==> src/rtl/tt_ctrl_sel_pkg.sv <==
// Shared defaults and types for the project-select controller.
// Parameter defaults live here so every instantiation site agrees on them.
package tt_ctrl_sel_pkg;

  localparam int TT_SEL_W       = 10;
  localparam int TT_SPINE_BITS  = 1;
  localparam int TT_SPINE_LSB   = 5;
  localparam int TT_SEL_SETTLE  = 4;
  localparam int TT_SYNC_STAGES = 2;

  typedef enum logic {
    ST_SETTLE = 1'b0,
    ST_ACTIVE = 1'b1
  } sel_state_e;

  // A settle window of one cycle still needs a one-bit timer.
  function automatic int timer_width(input int settle);
    return (settle > 1) ? $clog2(settle) : 1;
  endfunction

endpackage

==> src/rtl/tt_ctrl_sync.sv <==
// Multi-flop synchroniser for one asynchronous pin, with a rising-edge
// pulse taken from one extra flop behind the synchronised output.
module tt_ctrl_sync #(
  parameter int   STAGES  = 2,
  parameter logic RST_VAL = 1'b0
) (
  input  logic clk,
  input  logic rst_n,
  input  logic d,
  output logic q,
  output logic rise
);

  logic [STAGES-1:0] chain;
  logic              q_d;

  always_ff @(posedge clk or negedge rst_n) begin
    if (!rst_n) begin
      chain <= {STAGES{RST_VAL}};
      q_d   <= RST_VAL;
    end else begin
      chain <= {chain[STAGES-2:0], d};
      q_d   <= chain[STAGES-1];
    end
  end

  assign q    = chain[STAGES-1];
  assign rise = q & ~q_d;

endmodule

==> src/rtl/tt_ctrl_sel.sv <==
// Project-select controller: synchronised pins drive a select counter that is
// split into spine index and address, with a gating window after every change.
module tt_ctrl_sel
  import tt_ctrl_sel_pkg::*;
#(
  parameter int SEL_W       = TT_SEL_W,
  parameter int SPINE_BITS  = TT_SPINE_BITS,
  parameter int SPINE_LSB   = TT_SPINE_LSB,
  parameter int SETTLE      = TT_SEL_SETTLE,
  parameter int SYNC_STAGES = TT_SYNC_STAGES
) (
  input  logic                        clk,
  input  logic                        rst_n,
  input  logic                        ctrl_sel_rst_n,
  input  logic                        ctrl_sel_inc,
  input  logic                        ctrl_sel_load,
  input  logic                        ctrl_sel_data,
  input  logic                        ctrl_ena,
  output logic [SEL_W-SPINE_BITS-1:0] sel_addr,
  output logic [SPINE_BITS-1:0]       side_sel,
  output logic [2**SPINE_BITS-1:0]    side_ena,
  output logic                        proj_ena,
  output logic                        busy
);

  localparam int N_SPINE = 2**SPINE_BITS;
  localparam int AW      = SEL_W - SPINE_BITS;
  localparam int TW      = timer_width(SETTLE);
  localparam logic [AW-1:0] LO_MASK = AW'((64'd1 << SPINE_LSB) - 64'd1);

  logic       sel_rst_s, inc_s, load_s, data_s, ena_s;
  logic       step;
  logic [3:0] unused_rise;

  tt_ctrl_sync #(.STAGES(SYNC_STAGES), .RST_VAL(1'b0)) u_sync_rst (
    .clk(clk), .rst_n(rst_n), .d(ctrl_sel_rst_n), .q(sel_rst_s), .rise(unused_rise[0]));
  tt_ctrl_sync #(.STAGES(SYNC_STAGES), .RST_VAL(1'b0)) u_sync_inc (
    .clk(clk), .rst_n(rst_n), .d(ctrl_sel_inc), .q(inc_s), .rise(step));
  tt_ctrl_sync #(.STAGES(SYNC_STAGES), .RST_VAL(1'b0)) u_sync_load (
    .clk(clk), .rst_n(rst_n), .d(ctrl_sel_load), .q(load_s), .rise(unused_rise[1]));
  tt_ctrl_sync #(.STAGES(SYNC_STAGES), .RST_VAL(1'b0)) u_sync_data (
    .clk(clk), .rst_n(rst_n), .d(ctrl_sel_data), .q(data_s), .rise(unused_rise[2]));
  tt_ctrl_sync #(.STAGES(SYNC_STAGES), .RST_VAL(1'b0)) u_sync_ena (
    .clk(clk), .rst_n(rst_n), .d(ctrl_ena), .q(ena_s), .rise(unused_rise[3]));

  logic [SEL_W-1:0] cnt;
  logic             sel_event;

  assign sel_event = step | ~sel_rst_s;

  always_ff @(posedge clk or negedge rst_n) begin
    if (!rst_n) begin
      cnt <= '0;
    end else if (!sel_rst_s) begin
      cnt <= '0;
    end else if (step) begin
      cnt <= load_s ? {cnt[SEL_W-2:0], data_s} : cnt + SEL_W'(1);
    end
  end

  logic [AW-1:0] addr_hi, addr_lo;

  assign addr_hi  = AW'(cnt >> (SPINE_LSB + SPINE_BITS));
  assign addr_lo  = AW'(cnt) & LO_MASK;
  assign sel_addr = (addr_hi << SPINE_LSB) | addr_lo;
  assign side_sel = cnt[SPINE_LSB +: SPINE_BITS];

  sel_state_e    state, state_nx;
  logic [TW-1:0] timer, timer_nx;

  always_ff @(posedge clk or negedge rst_n) begin
    if (!rst_n) begin
      state <= ST_SETTLE;
      timer <= TW'(SETTLE - 1);
    end else begin
      state <= state_nx;
      timer <= timer_nx;
    end
  end

  // Any selection event restarts the window, even one already in progress.
  always_comb begin
    state_nx = state;
    timer_nx = timer;
    if (sel_event) begin
      state_nx = ST_SETTLE;
      timer_nx = TW'(SETTLE - 1);
    end else if (state == ST_SETTLE) begin
      if (timer == '0) begin
        state_nx = ST_ACTIVE;
      end else begin
        timer_nx = timer - TW'(1);
      end
    end
  end

  logic [N_SPINE-1:0] side_ena_nx;
  logic               proj_ena_nx, busy_nx;

  // Decoding from the next state lets the gate drop on the counter-update edge.
  always_comb begin
    side_ena_nx = '0;
    proj_ena_nx = 1'b0;
    busy_nx     = 1'b1;
    if (state_nx == ST_ACTIVE) begin
      side_ena_nx = N_SPINE'(1) << side_sel;
      proj_ena_nx = ena_s;
      busy_nx     = 1'b0;
    end
  end

  always_ff @(posedge clk or negedge rst_n) begin
    if (!rst_n) begin
      side_ena <= '0;
      proj_ena <= 1'b0;
      busy     <= 1'b1;
    end else begin
      side_ena <= side_ena_nx;
      proj_ena <= proj_ena_nx;
      busy     <= busy_nx;
    end
  end

endmodule

==> config.mk <==
export PLATFORM = sky130hd
export DESIGN_NAME = tt_ctrl_sel
export DESIGN_NICKNAME = d
export VERILOG_FILES = /design/src/rtl/tt_ctrl_sel_pkg.sv /design/src/rtl/tt_ctrl_sync.sv /design/src/rtl/tt_ctrl_sel.sv
export SDC_FILE = /design/constraint.sdc
export NUM_CORES = 1
export LEC_CHECK = 0
export CAP_MARGIN = 25
export CORE_UTILIZATION = 25
export CTS_BUF_LIST = sky130_fd_sc_hd__clkbuf_8
export DETAILED_ROUTE_END_ITERATION = 6
export DONT_BUFFER_PORTS = 1
export PLACE_DENSITY = 0.43
export REMOVE_ABC_BUFFERS = 1
export SYNTH_ARGS = -nofsm -noshare
export SYNTH_HDL_FRONTEND = slang
export SYNTH_SLANG_ARGS = --single-unit
==> constraint.sdc <==
create_clock -name clk -period 1.5 [get_ports clk]
set_input_delay 0.45 -clock clk [delete_from_list [all_inputs] [get_ports clk]]
set_output_delay 0.45 -clock clk [all_outputs]
set_load 0.05 [all_outputs]
==> Yosys cells after proc, flatten, opt, wreduce, memory -nomap -nowiden <==
Cells that the tools add are included.
{ "totals": {"regBits": 28, "input_bits": 7, "output_inout_bits": 14} }
{ "op_classes": {"n_addsub": 2, "eq_ne": 3, "shifts": 1, "n_mux": 12, "n_bitwise": 5, "n_reduce_logical": 2} }
{ "op_table": {"columns": ["op", "count"], "rows": [
  ["10-bit 2-to-1 mux", 3],
  ["10-bit by 1-bit adder with 10-bit output, second input constant", 1],
  ["9-bit by 5-bit bitwise OR with 9-bit output", 1],
  ["2-bit 2-to-1 mux", 4],
  ["2-bit != test, second input constant", 3],
  ["1-bit 2-to-1 mux", 5],
  ["2-bit zero test", 1],
  ["1-bit NOT", 2],
  ["2-bit AND reduction", 1],
  ["1-bit by 1-bit left shift with 2-bit output, first input constant", 1],
  ["2-bit by 1-bit subtractor with 2-bit output, second input constant", 1],
  ["1-bit AND", 1],
  ["1-bit bitwise OR", 1]
]} }

==> Depth between registers and ports, before layout <==
{ "depth": {"ltp_word": 5, "ltp_mapped": 6} }

==> By module <==
Synthesis repeated with hierarchy kept, for this count alone.
{ "hier_totals": {"hier_cells": 127, "hier_area_um2": 1445.1} }
{ "modules_own_cells": {"columns": ["module", "n_inst", "cells_per_inst", "area_per_inst_um2"], "rows": [
  ["tt_ctrl_sel", 1, 107, 1001.0],
  ["tt_ctrl_sync", 5, 4, 88.8]
]} }

==> Worst setup path after synthesis <==
No wires, ideal clock.
{ "synth_path": {"kind": "register -> register", "startpoint": "reg cnt[5]", "endpoint": "reg cnt[7]", "arrival_time_ns": 1.558, "t_required_ns": 1.412, "path_slack_ns": -0.146, "path_stages_with_launch": 5, "n_path_buf": 1, "synth_period_minus_slack_ns": 1.646, "cell_sequence": "dfrtp_1 buf_2 nand3_1 or4_1 a41oi_1"} }
{ "synth_between": {"elab_chain_len": 4} }
{ "synth_lines": {"columns": ["item", "line", "rtl"], "rows": [
  ["start: declaration", "tt_ctrl_sel.sv:46", "logic [SEL_W-1:0] cnt;"],
  ["start signal: assignment", "tt_ctrl_sel.sv:57", "cnt <= load_s ? {cnt[SEL_W-2:0], data_s} : cnt + SEL_W'(1);"],
  ["10-bit by 1-bit adder with 10-bit output", "tt_ctrl_sel.sv:57", null],
  ["10-bit 2-to-1 mux", "tt_ctrl_sel.sv:57", null],
  ["10-bit 2-to-1 mux", "tt_ctrl_sel.sv:56", "end else if (step) begin"],
  ["10-bit 2-to-1 mux", "tt_ctrl_sel.sv:54", "end else if (!sel_rst_s) begin"]
]} }
No other way between the ends. The select of a mux whose other input is x is not followed.
A chain may end at the register's enable or synchronous reset.

==> Worst setup path in the final report <==
{ "layout_path": {"startpoint": "reg cnt[2]", "endpoint": "out sel_addr[2]"} }
{ "layout_between": {"elab_chain_len": 1} }
{ "layout_lines": {"columns": ["item", "line", "rtl"], "rows": [
  ["9-bit by 5-bit bitwise OR with 9-bit output", "tt_ctrl_sel.sv:65", "assign sel_addr = (addr_hi << SPINE_LSB) | addr_lo;"],
  ["end: declaration", "tt_ctrl_sel.sv:19", "output logic [SEL_W-SPINE_BITS-1:0] sel_addr,"]
]} }
No other way between the ends.

==> metrics <==
status=finished, final reports clean; diode count=0; flop2flop setup slack=0.04 ns; slowest cell on the critical path=dfrtp_1; reg2reg start=cnt[2]; root buffer cell=clkbuf_8; ys async rst share=100%; Avg Inst Size Synth=10.8 um^2; Residual DRC=0; Yosys cell types=31; HPWL Detailed=1730 um; initial antenna violation count=0; GRT Total Usage=11.4%; Sw Share=22.4%; remaining global-route overflow=0; Port Buf Inserts=0; # IOs=21; Critical Path Sink Type=output pin; Setup TNS=0 ns; router iterations before antenna repair=6; crit-path leading delay family=flip-flops; CTS tree=yes; clock latency on the worst-skew pair=0.28 ns; Final min period=1.46 ns; Flop pwr share=53.0%; final-stage net count=141; WP buf/inv=1; final hold violation count=0; Critical Path Max Stage Delay=0.48 ns; worst path arrival time=1.01 ns; Routability Congestion=0.870; DIE AREA=0.00504 mm^2; Worst setup SP type=flop; Main synth FF type=dfrtp_1; H-Tree Depth=1; CP Class=reg -> out; Synth area leaders=dfrtp_1, dfstp_2, nand3_1; clk sink count=28; R2R Path End=cnt[7]; Leak=0.000663 uW; Starting Density=26.6%; worst-path cell chain=buf_4; Crit path depth=1; cell row count=24; Die H=71.0 um; clock share of power=38.7%; first-pass GRT wire length=4330 um; Tcrit/Tclk final=97.4%; DR WL/cell=14.6 um; Synth area leader=dfrtp_1; cell with the most instances after synthesis=dfrtp_1; count of mapped cells out of synthesis=110; synth warn=0; total CTS buffers=3; clock-pin transition on the worst setup and hold timing paths=0.10 ns; combinational power share=8.4%; total power=1540 uW; Yosys reg bits=28; number of synthesized flops with an enable pin=0; Vias/cell=5.01; core area=0.00447 mm^2; vias in the first global route=946; Seq/Total Area, Yosys=59.1%; fraction of layout cells with a size suffix above 1=25.2%; worst slack, placed=0.0882 ns; Tightest Pin Transition=0.534 ns; Rel. slew slack=64.4%; Post-Route Skew=0.00370 ns; die extent in x=71.0 um; HP Class=in -> reg; Final Setup Violations=0; 1st-iter DRT viols=30; Crit path required time=1.05 ns; CP Max Fanout=8; fin worst setup slack=0.0392 ns; Synth Cell Area=0.00119 mm^2; area growth from synthesis to layout=24.6%; placed inst area=0.00136 mm^2; maximum vdd ir drop=0.470 mV; via count=917; cell count of the worst reg-to-reg path=3; area share of the largest cell type after synthesis=52.5%; Sw Pwr=346 uW; total wire length=2670 um; Max Freq=685 MHz; post-layout instance area=0.00148 mm^2; largest net degree at the start of global routing=26; CTS max path bufs=2; max cap viols=0; pwr dens=1040 mW/mm^2; Slew Viols, Final=0; Critical Path Start=cnt[2]; Post-synth top cells=dfrtp_1, nor2_1, nand3_1; Internal Pwr Total=1200 uW; end of the critical path=sel_addr[2]; Post-DRT Antenna Nets=0
## power groups by stage
stage | registers, uW | clock network [uW] | logic, uW
after floorplan | 843 | 0 | 51.9
after global placement | 831 | 0 | 103
after detailed placement | 832 | 0 | 103
after CTS | 817 | 609 | 131
after global routing | 822 | 646 | 145
final | 817 | 596 | 129
## worst register-to-register path: stages, from the launching register on
cell	delay, ns
dfrtp_1	0.48
nand4_1	0.25
or4_1	0.47
a41oi_1	0.17
## routing by layer
layer  share of wire (%)  GRT usage (%)  routed length, um  up-vias
met4                 1.9           5.78                 50        0
met1                  47           14.1               1250      447
met5                   0              0                  0        -
met3                 4.1           3.85                109        4
li1                    -              -                  -      437
met2                  47           17.8               1250       29
## layout make-up
type                            count  area (um^2)
Clock buffer                        3         41.3
Clock inverter                      1         30.0
Fill cell                         447         2990
Sequential cell                    28          704
Multi-Input combinational cell     70          430
Tap cell                           52         65.1
Inverter                            6         22.5
Timing Repair Buffer               23          190
## registers in the layout, indices dropped and copies added (netlist names)
signal,flops
u_sync_inc.chain,2
u_sync_rst.chain,2
u_sync_data.chain,2
state,1
u_sync_ena.chain,2
u_sync_load.chain,2
u_sync_inc.q_d,1
proj_ena,1
timer,2
busy,1
side_ena,2
cnt,10
## stage by stage
step           hold slack [ns]  instances  util (%)
2_1_floorplan            0.154        104         -
3_3_place_gp             0.155        174      30.3
3_5_place_dp             0.155        174      30.3
4_1_cts                  0.185        181      32.8
5_1_grt                  0.164        183      33.2
6_report                 0.194        183      33.2
## worst min path at each step
| stage | cells past startpoint | endpoint | startpoint | slack (ns) |
|---|---|---|---|---|
| 3_3_place_gp | 0 | cnt[8] | rst_n | 0.16 |
| 2_1_floorplan | 0 | cnt[0] | rst_n | 0.15 |
| 3_5_place_dp | 0 | cnt[8] | rst_n | 0.16 |
| 4_1_cts | 0 | u_sync_data.chain[0] | ctrl_sel_data | 0.19 |
| 5_1_grt | 0 | u_sync_load.chain[0] | ctrl_sel_load | 0.16 |
| 6_report | 0 | u_sync_data.chain[0] | ctrl_sel_data | 0.19 |
## cell families after synthesis
logic type,share of synthesized area [%]
simple gates,18.3
flops,59.1
compound gates,13.2
buf+inv,4.94
xor+xnor,1.47
fa+ha+maj,2.10
mux,0.840
## placed cells by master (no fill, tap or decap), types with 3 or more instances in the layout
cell type and count:
dfstp_2 3, clkbuf_8 3, a31oi_1 4, o21ai_0 6
nor2_1 12, buf_4 20, nand3_1 10, nand2_1 4
dfrtp_1 25, inv_1 4
## what timing repair did
action,CTS,global route
endpoints found under the setup margin,0,2
hold buffers,3,0
setup buffers,0,2
hold endpoints to repair,25,0
gates resized for setup,0,1
(Power assumes the default switching activity.)
